<file path="src/rtl/fragment_cull_queue_if.sv">
// Fragment stream bundle between the pixel generator, the cull queue and the framebuffer writer.
// The slave modport is the cull queue's view; master is the surrounding environment.
interface fragment_cull_queue_if #(
    parameter int ADDR_W = 20
);
    logic [11:0]       x_i;
    logic [11:0]       y_i;
    logic [24:0]       w0_i;
    logic [24:0]       w1_i;
    logic [24:0]       w2_i;
    logic [23:0]       area_i;
    logic              valid_i;
    logic              busy_o;

    logic [11:0]       frag_x_o;
    logic [11:0]       frag_y_o;
    logic [ADDR_W-1:0] frag_addr_o;
    logic [24:0]       frag_w0_o;
    logic [24:0]       frag_w1_o;
    logic [24:0]       frag_w2_o;
    logic [23:0]       frag_area_o;
    logic              frag_valid_o;
    logic              frag_busy_i;

    modport slave (
        input  x_i, y_i, w0_i, w1_i, w2_i, area_i, valid_i, frag_busy_i,
        output busy_o, frag_x_o, frag_y_o, frag_addr_o, frag_w0_o, frag_w1_o,
               frag_w2_o, frag_area_o, frag_valid_o
    );

    modport master (
        output x_i, y_i, w0_i, w1_i, w2_i, area_i, valid_i, frag_busy_i,
        input  busy_o, frag_x_o, frag_y_o, frag_addr_o, frag_w0_o, frag_w1_o,
               frag_w2_o, frag_area_o, frag_valid_o
    );
endinterface

</file>
<file path="src/rtl/fragment_cull_queue.sv">
// Culls off-triangle / zero-area / off-screen fragments, computes linear addresses and queues survivors.
// Optional FRAG_CULL_STATS_EN adds kept/culled counters with a synchronous clear.
module fragment_cull_queue #(
    parameter int FB_WIDTH   = 640,
    parameter int FB_HEIGHT  = 480,
    parameter int ADDR_W     = 20,
    parameter int FIFO_DEPTH = 8
) (
    input  logic                        fragment_clock_i,
    input  logic                        fragment_reset_i,
    fragment_cull_queue_if.slave        frag
`ifdef FRAG_CULL_STATS_EN
    ,
    input  logic                        stat_clear_i,
    output logic [31:0]                 stat_accepted_o,
    output logic [31:0]                 stat_culled_o
`endif
);
    localparam int PTR_W = $clog2(FIFO_DEPTH);
    localparam int CNT_W = PTR_W + 1;
    localparam int OCC_W = CNT_W + 1;

    typedef struct packed {
        logic [11:0]       x;
        logic [11:0]       y;
        logic [ADDR_W-1:0] addr;
        logic [24:0]       w0;
        logic [24:0]       w1;
        logic [24:0]       w2;
        logic [23:0]       area;
    } entry_t;

    logic              accept;
    logic              in_keep;
    logic              s1_valid;
    logic              s1_keep;
    logic [11:0]       s1_x;
    logic [11:0]       s1_y;
    logic [24:0]       s1_w0;
    logic [24:0]       s1_w1;
    logic [24:0]       s1_w2;
    logic [23:0]       s1_area;
    logic              s2_valid;
    logic              s2_keep;
    entry_t            s2_entry;
    entry_t            mem [FIFO_DEPTH];
    entry_t            head;
    logic [PTR_W-1:0]  wr_ptr;
    logic [PTR_W-1:0]  rd_ptr;
    logic [CNT_W-1:0]  count;
    logic [OCC_W-1:0]  occupancy;
    logic              push;
    logic              pop;

    // Busy counts in-flight fragments too, since S1/S2 never stall and must always find FIFO room.
    assign occupancy = OCC_W'(count) + OCC_W'(s1_valid) + OCC_W'(s2_valid);
    assign frag.busy_o = occupancy >= OCC_W'(FIFO_DEPTH);
    assign accept = frag.valid_i & ~frag.busy_o;

    assign in_keep = ~frag.w0_i[24] & ~frag.w1_i[24] & ~frag.w2_i[24]
                   & (frag.area_i != 24'd0)
                   & (32'(frag.x_i) < 32'(FB_WIDTH))
                   & (32'(frag.y_i) < 32'(FB_HEIGHT));

    always_ff @(posedge fragment_clock_i or negedge fragment_reset_i) begin
        if (!fragment_reset_i) begin
            s1_valid <= 1'b0;
            s1_keep  <= 1'b0;
            s1_x     <= '0;
            s1_y     <= '0;
            s1_w0    <= '0;
            s1_w1    <= '0;
            s1_w2    <= '0;
            s1_area  <= '0;
        end else begin
            s1_valid <= accept;
            if (accept) begin
                s1_keep <= in_keep;
                s1_x    <= frag.x_i;
                s1_y    <= frag.y_i;
                s1_w0   <= frag.w0_i;
                s1_w1   <= frag.w1_i;
                s1_w2   <= frag.w2_i;
                s1_area <= frag.area_i;
            end
        end
    end

    always_ff @(posedge fragment_clock_i or negedge fragment_reset_i) begin
        if (!fragment_reset_i) begin
            s2_valid <= 1'b0;
            s2_keep  <= 1'b0;
            s2_entry <= '0;
        end else begin
            s2_valid <= s1_valid;
            if (s1_valid) begin
                s2_keep       <= s1_keep;
                s2_entry.x    <= s1_x;
                s2_entry.y    <= s1_y;
                s2_entry.addr <= ADDR_W'(32'(s1_y) * 32'(FB_WIDTH) + 32'(s1_x));
                s2_entry.w0   <= s1_w0;
                s2_entry.w1   <= s1_w1;
                s2_entry.w2   <= s1_w2;
                s2_entry.area <= s1_area;
            end
        end
    end

    assign push = s2_valid & s2_keep;
    assign pop  = (count != '0) & ~frag.frag_busy_i;

    always_ff @(posedge fragment_clock_i) begin
        if (push) begin
            mem[wr_ptr] <= s2_entry;
        end
    end

    always_ff @(posedge fragment_clock_i or negedge fragment_reset_i) begin
        if (!fragment_reset_i) begin
            wr_ptr <= '0;
            rd_ptr <= '0;
            count  <= '0;
        end else begin
            if (push) wr_ptr <= wr_ptr + 1'b1;
            if (pop)  rd_ptr <= rd_ptr + 1'b1;
            case ({push, pop})
                2'b10:   count <= count + 1'b1;
                2'b01:   count <= count - 1'b1;
                default: count <= count;
            endcase
        end
    end

    // Storage is not reset, so the head is masked to keep outputs at zero whenever nothing is valid.
    assign frag.frag_valid_o = (count != '0);
    assign head = frag.frag_valid_o ? mem[rd_ptr] : '0;

    assign frag.frag_x_o    = head.x;
    assign frag.frag_y_o    = head.y;
    assign frag.frag_addr_o = head.addr;
    assign frag.frag_w0_o   = head.w0;
    assign frag.frag_w1_o   = head.w1;
    assign frag.frag_w2_o   = head.w2;
    assign frag.frag_area_o = head.area;

`ifdef FRAG_CULL_STATS_EN
    // Clear has priority so a same-cycle increment is lost rather than leaving a count of one.
    always_ff @(posedge fragment_clock_i or negedge fragment_reset_i) begin
        if (!fragment_reset_i) begin
            stat_accepted_o <= '0;
            stat_culled_o   <= '0;
        end else if (stat_clear_i) begin
            stat_accepted_o <= '0;
            stat_culled_o   <= '0;
        end else if (s2_valid) begin
            if (s2_keep) stat_accepted_o <= stat_accepted_o + 32'd1;
            else         stat_culled_o   <= stat_culled_o + 32'd1;
        end
    end
`else
    // Statistics counters are not built in this configuration.
`endif
endmodule

</file>
<file path="src/flat_wrapper.sv">
// flat-port wrapper written by rule: the top's interface ports become plain ports
module fragment_cull_queue_flat 
#(
    parameter int FB_WIDTH   = 640,
    parameter int FB_HEIGHT  = 480,
    parameter int ADDR_W     = 20,
    parameter int FIFO_DEPTH = 8
)
  (fragment_clock_i, fragment_reset_i, frag_x_i, frag_y_i, frag_w0_i, frag_w1_i, frag_w2_i, frag_area_i, frag_valid_i, frag_frag_busy_i, frag_busy_o, frag_frag_x_o, frag_frag_y_o, frag_frag_addr_o, frag_frag_w0_o, frag_frag_w1_o, frag_frag_w2_o, frag_frag_area_o, frag_frag_valid_o);
  fragment_cull_queue_if #(.ADDR_W(ADDR_W)) frag_i ();
  input  logic fragment_clock_i;
  input  logic fragment_reset_i;
  input wire logic [$bits(frag_i.x_i)-1:0] frag_x_i;
  input wire logic [$bits(frag_i.y_i)-1:0] frag_y_i;
  input wire logic [$bits(frag_i.w0_i)-1:0] frag_w0_i;
  input wire logic [$bits(frag_i.w1_i)-1:0] frag_w1_i;
  input wire logic [$bits(frag_i.w2_i)-1:0] frag_w2_i;
  input wire logic [$bits(frag_i.area_i)-1:0] frag_area_i;
  input wire logic [$bits(frag_i.valid_i)-1:0] frag_valid_i;
  input wire logic [$bits(frag_i.frag_busy_i)-1:0] frag_frag_busy_i;
  output wire logic [$bits(frag_i.busy_o)-1:0] frag_busy_o;
  output wire logic [$bits(frag_i.frag_x_o)-1:0] frag_frag_x_o;
  output wire logic [$bits(frag_i.frag_y_o)-1:0] frag_frag_y_o;
  output wire logic [$bits(frag_i.frag_addr_o)-1:0] frag_frag_addr_o;
  output wire logic [$bits(frag_i.frag_w0_o)-1:0] frag_frag_w0_o;
  output wire logic [$bits(frag_i.frag_w1_o)-1:0] frag_frag_w1_o;
  output wire logic [$bits(frag_i.frag_w2_o)-1:0] frag_frag_w2_o;
  output wire logic [$bits(frag_i.frag_area_o)-1:0] frag_frag_area_o;
  output wire logic [$bits(frag_i.frag_valid_o)-1:0] frag_frag_valid_o;
  assign frag_i.x_i = frag_x_i;
  assign frag_i.y_i = frag_y_i;
  assign frag_i.w0_i = frag_w0_i;
  assign frag_i.w1_i = frag_w1_i;
  assign frag_i.w2_i = frag_w2_i;
  assign frag_i.area_i = frag_area_i;
  assign frag_i.valid_i = frag_valid_i;
  assign frag_i.frag_busy_i = frag_frag_busy_i;
  assign frag_busy_o = frag_i.busy_o;
  assign frag_frag_x_o = frag_i.frag_x_o;
  assign frag_frag_y_o = frag_i.frag_y_o;
  assign frag_frag_addr_o = frag_i.frag_addr_o;
  assign frag_frag_w0_o = frag_i.frag_w0_o;
  assign frag_frag_w1_o = frag_i.frag_w1_o;
  assign frag_frag_w2_o = frag_i.frag_w2_o;
  assign frag_frag_area_o = frag_i.frag_area_o;
  assign frag_frag_valid_o = frag_i.frag_valid_o;
  fragment_cull_queue #(.FB_WIDTH(FB_WIDTH), .FB_HEIGHT(FB_HEIGHT), .ADDR_W(ADDR_W), .FIFO_DEPTH(FIFO_DEPTH)) u_core (.fragment_clock_i(fragment_clock_i), .fragment_reset_i(fragment_reset_i), .frag(frag_i));
endmodule
</file>
<file path="config.mk">
export PLATFORM = sky130hd
export DESIGN_NAME = fragment_cull_queue_flat
export DESIGN_NICKNAME = d
export VERILOG_FILES = /design/src/rtl/fragment_cull_queue_if.sv /design/src/rtl/fragment_cull_queue.sv /design/src/flat_wrapper.sv
export SDC_FILE = /design/constraint.sdc
export NUM_CORES = 1
export LEC_CHECK = 0
export CAP_MARGIN = 5
export CORE_MARGIN = 5
export CORE_UTILIZATION = 56
export CTS_CLUSTER_SIZE = 40
export DETAILED_ROUTE_END_ITERATION = 10
export MAX_ROUTING_LAYER = met4
export PLACE_DENSITY = 0.73
export SLEW_MARGIN = 5
export SYNTH_ARGS = -nofsm -noshare
export SYNTH_HDL_FRONTEND = slang
export SYNTH_SLANG_ARGS = --single-unit
</file>
<file path="constraint.sdc">
create_clock -name fragment_clock_i -period 22.9 [get_ports fragment_clock_i]
set_clock_uncertainty 0.15 [all_clocks]
set_input_delay 4.58 -clock fragment_clock_i [delete_from_list [all_inputs] [get_ports fragment_clock_i]]
set_output_delay 4.58 -clock fragment_clock_i [all_outputs]
set_load 0.02 [all_outputs]
</file>
* Yosys cells after proc, flatten, opt, wreduce, memory -nomap -nowiden
Memories as Yosys holds them, arrays and structs flattened. Index checks and enable logic that the tools add are counted.
Storage, ports and cells: register bits after elaboration 280, bits in latches 0, memory bits (writable) 1144, memory bits (read-only) 0, bits of input ports 127, output and inout port bits 145, word-level logic and storage cells 54, memories 1
Memories:
- u_core.mem | words 8, bits a word 143, read ports 1, clocked after Yosys merged registers in 0, wr ports 1, line fragment_cull_queue.sv:46 | entry_t mem [FIFO_DEPTH];
Operators by class: $add $sub $neg 7, $mul 1, div/mod/pow operators 0, order comparisons 3, eq/ne operators 2, shift operators 0, muxes and demuxes 4, bitwise logic cells 13, reduce and logical (&&, ||, !) cells 3
Operators by type and width (count):
- $mux 143 | 1
- $reduce_bool 24->1 | 1
- $add 20x12->20 | 1
- $mul 12x3->13 const B | 1
- $lt 12x10->1 const B | 1
- $lt 12x9->1 const B | 1
- $and 1x1->1 | 8
- $pmux 4 s2 | 1
- $add 3x1->3 const B | 2
- $add 4x1->5 | 1
- $add 5x1->5 | 1
- $ge 5x4->1 const B | 1
- $not 1->1 | 5
- $add 4x1->4 const B | 1
- $reduce_bool 4->1 | 1
- $sub 4x1->4 const B | 1
- $eq 2x1->1 const B | 1
- $eq 2x2->1 const B | 1
- $mux 1 | 2
- $reduce_bool 2->1 | 1

* Longest topological paths before layout
depth after elaboration 6, depth in mapped cells 13, mapped depth without buffers 10

* Worst setup path after synthesis
OpenSTA, ideal clock, no wires.
kind register to register, start register u_core.wr_ptr[2], end memory u_core.mem[0][0] (netlist name), enable pin, setup time 964 ps, data arrival time 13389 ps, required time 21786 ps, setup slack 8397 ps, cell stages (with the launch flop) 2, path buffers 0, clock period less this slack 14503 ps, path through dfrtp_1 nor4_1
RTL lines:
- from (decl) | line fragment_cull_queue.sv:48 | logic [PTR_W-1:0] wr_ptr;
- from (signal assigned) | line fragment_cull_queue.sv:124 | if (push) wr_ptr <= wr_ptr + 1'b1;
- to (decl) | line fragment_cull_queue.sv:46
Straight into the memory's write port.

* Final worst setup path
start register u_core.rd_ptr[1], end output port frag_frag_w1_o[5]
Between the ends: word-level cells in the longest chain between the ends 2
Ends and longest elaborated chain:
- from (decl) | line fragment_cull_queue.sv:49 | logic [PTR_W-1:0] rd_ptr;
- from (signal assigned) | line fragment_cull_queue.sv:125 | if (pop) rd_ptr <= rd_ptr + 1'b1;
- $mem_v2 8x143
- $mux 143 | line fragment_cull_queue.sv:136 | assign head = frag.frag_valid_o ? mem[rd_ptr] : '0;
- to (decl) | line flat_wrapper.sv:26 | output wire logic [$bits(frag_i.frag_w1_o)-1:0] frag_frag_w1_o;
No other way between the ends.

==> summary.log <==
[outcome] run status finished clean
[clock_network] H-Tree Depth 4
[drt] overall via count from detail_route 26359
[critical_path] Critical Path Slowest Stage Cell buf_4
[critical_path] crit path max fanout 78
[power] Worst VDD drop 0.116 mV
[logic_synthesis] number of synthesized flops with an enable pin 1088
[drt] Post-DRT Antenna Nets 0
[power] Tot Pwr 0.00849 W
[power] portion of total power attributed to combinational logic 31.6%
[drt] uppermost metal layer occupied by signal nets met4
[finish] fraction of final layout cells with drive strength greater than 1 21.2%
[critical_path] cell-by-cell trace of the critical path buf_4, buf_4, mux4_2, mux2i_1, nor2_1, clkdlybuf4s50_1
[critical_path] capturing element type of the critical path output port
[clock_network] Clock Path Buffers 3
[sta] final cycle utilization of the critical path 42.8%
[floorplanning] x dimension of the die 316 µm
[sta] Worst slew margin 22.3%
[power] sw frac 32.1%
[place] placed cell count 4185
[clock_network] CTS tree done
[sta] total count of max-transition violations in the final report 0
[drt] per-cell via count in the routed design 5.93
[logic_synthesis] post-synthesis cell count 2762
[grt] overall routing resource usage 24.5%
[drt] met2 wire length 58.5 mm
[logic_synthesis] dominant synthesized flop cell edfxtp_1
[sta] clock period minus worst slack 9.79 ns
[floorplanning] Initial Utilization 56.4%
[clock_network] CTS Root Buffer Type clkbuf_16
[clock_network] post-CTS setup buffer count 0
[critical_path] data required time at the worst endpoint 18.17 ns
[grt] via count of the first global-routing pass 28108
[drt] Routed met3 length 8.19 mm
[sta] setup TNS 0 ns
[logic_synthesis] Post-Syn Nets 2923
[clock_network] CTS Hold Bufs 0
[drt] total wire length after detailed routing 116 mm
[grt] wire length of the first global-routing pass 176 mm
[finish] final std cell area, no fill 61200 µm²
[finish] final core utilization 65.7%
[worst_hold_path] Cells on Worst Hold Path 2
[drt] detailed-route wire length per cell 26.2 µm
[logic_synthesis] portion of the post-synthesis area used by sequential elements 75.2%
[finish] layout overhead on the synthesized area 16.5%
[place] number of port buffers 271
[logic_synthesis] Async SR Flop Fraction 20.1%
[clock_network] Num CTS Buffers 139
[job] maximum capacitance violations 0
[critical_path] crit-path most repeated cell buf_4
[logic_synthesis] library cells used by synthesis 53
[power] clock power share 26.3%
[sta] number of hold-slack violations in the final timing report 0
[floorplanning] floorplan die height 316 µm
[sta] setup repair after global routing missed its margin no
[clock_network] clock network latency to the later pin of the worst-skew pair 0.73 ns
[finish] number of nets in the layout 3233
[place] placed cell area 56600 µm²
[worst_hold_path] Min-Delay Path Class reg2reg
[logic_synthesis] synthesis warning total 0
[finish] number of fillers in the final layout 6144
[finish] most frequent cells in the layout edfxtp_1, nand2_1, mux4_2
[place] placer's final routability congestion estimate 0.783
[sta] maximum clock frequency 102 MHz
[critical_path] CP Class reg2out
[clock_network] clock transition at the registers of the reported paths 0.06 ns
[drt] DR pass1 iterations 5
[clock_network] Post-CTS Resized 0
[critical_path] CP startpoint kind flop
[drt] detailed router's first-iteration violation count 2372
[critical_path] CP arrival 5.06 ns
[critical_path] length in cells of the worst reg-to-reg path 10
[finish] leading cell type in the layout, fill and taps excluded edfxtp_1
[power] Static Leak 21.9 nW
[floorplanning] area of the die 100000 µm²
[clock_network] number of sinks on the clock net 1361
[floorplanning] I/O pins 272
[logic_synthesis] post-synthesis average cell area 19.0 µm²
[power] power density normalized to cell area 139 nW/µm²
[power] internal power 0.00577 W
[sta] final setup violating endpoints 0
[drt] residual DRC count 0
[place] half-perimeter wire length of the detailed placement result 61.6 mm
[floorplanning] core outline area 93200 µm²
[logic_synthesis] #FFs+latches synth 1361
[logic_synthesis] area of the mapped netlist 52500 µm²
[power] switching power summed over all nets 0.00273 W
[grt] pin count of the biggest net entering global routing 139
[critical_path] maximum single-stage delay on the critical path 1.01 ns
[sta] transition at the pin with the smallest max-transition slack 1.16 ns
[power] part of the total power dissipated in sequential elements 42.1%
[drt] post-route met1 wirelength 46.6 mm
[grt] global-route congestion overflow total 0
[floorplanning] standard-cell row count 112
[grt] antenna violations before repair 5
[finish] post-route non-filler standard cell count 4444
-- per-layer routing --
metal | vias up | global-route usage [%]
met4 | 0 | 7.33
met5 | - | -
li1 | 11318 | -
met1 | 13903 | 32.7
met3 | 203 | 4.92
met2 | 935 | 39.3
-- power by group through the flow --
stage | Sequential (W) | Combinational, W | Clock, W
2_1_floorplan | 0.00342 | 0.00184 | 0
6_report | 0.00358 | 0.00268 | 0.00224
3_3_place_gp | 0.00357 | 0.00267 | 0
4_1_cts | 0.00357 | 0.00272 | 0.00228
3_5_place_dp | 0.00362 | 0.00270 | 0
5_1_grt | 0.00362 | 0.00290 | 0.00239
-- cell type report --
cell class                 count  area [µm²]  area share [%]
antenna                        4        10.0          0.0164
clock inverter                69         699            1.14
clock buffer                 186        3860            6.31
timing repair buffer         313        3070            5.02
multi-input combinational   1238       12400            20.3
sequential                  1361       39500            64.6
tap                         1254        1570            2.56
inverter                      19        73.8           0.121
-- stage by stage --
stage | setup slack [ns] | hold slack, ns
2_1_floorplan | 8.40 | 0.202
3_3_place_gp | 13.76 | 0.303
3_5_place_dp | 13.72 | 0.309
4_1_cts | 12.94 | 0.323
5_1_grt | 12.74 | 0.335
6_report | 13.11 | 0.320
-- cells by family after synthesis --
kind of cell / after synthesis / share of synthesized area [%]
DFF: 1361 / 75.2
and+or+nand+nor: 587 / 4.49
muxes: 542 / 17.1
buffers and inverters: 163 / 1.30
AOI/OAI and AO/OA: 56 / 0.693
adders and majority gates: 34 / 0.867
xor gates and xnor gates: 19 / 0.317
-- path summary, 6_finish.rpt --
kind                                              startpoint                         endpoint  slack, ns
worst max-delay path            u_core.rd_ptr[1]$_DFFE_PN0P_                frag_frag_w1_o[5]      13.11
worst min-delay path             u_core.s1_w1[2]$_DFFE_PN0P_      u_core.s1_w1[2]$_DFFE_PN0P_       0.32
worst max register to register     u_core.s1_valid$_DFF_PN0_    u_core.s1_area[3]$_DFFE_PN0P_      17.06
worst min register to register   u_core.s1_w1[2]$_DFFE_PN0P_      u_core.s1_w1[2]$_DFFE_PN0P_       0.32
max in group asynchronous                   fragment_reset_i     u_core.rd_ptr[0]$_DFFE_PN0P_      17.32
min in group asynchronous                   fragment_reset_i  u_core.s2_entry[75]$_DFFE_PN0P_       3.72
-- cell usage after synthesis, types with 3 or more instances --
cell         n  area share, %
a21oi_1     18           0.17
a221oi_1     3          0.050
buf_1       21           0.15
buf_2       22           0.21
buf_4        7           0.10
clkbuf_1    92           0.66
dfrtp_1    273             13
edfxtp_1  1088             62
fa_1         4           0.15
ha_1        30           0.71
inv_1       18           0.13
mux2_2     131            2.8
mux2i_1    139            2.6
mux4_2     272             12
nand2_1    381            2.7
nand2b_1     4          0.048
nand3_1      8          0.076
nand4_1      3          0.036
nor2_1     156            1.1
nor3_1       7          0.067
nor3b_1      3          0.043
nor4_1      10           0.12
o21ai_0     15           0.14
or3_1        3          0.036
xnor2_1     12           0.20
xor2_1       7           0.12
-- worst max-delay path: cells and delay by family (launching register included) --
kind,cells,cell delay (ns)
DFF,1,0.90
muxes,2,0.46
and+or+nand+nor,1,0.29
buffers and inverters,3,2.61
-- registers in the layout, indices dropped and copies added, names as in the netlist, 3 cells and up --
name / cells
u_core.mem: 1088
u_core.s2_entry: 136
u_core.s1_w0: 25
u_core.s1_w1: 25
u_core.s1_w2: 25
u_core.s1_area: 24
u_core.s1_x: 12
u_core.s1_y: 12
u_core.count: 4
u_core.rd_ptr: 3
u_core.wr_ptr: 3
No activity file was read; power rests on OpenSTA's default activity.
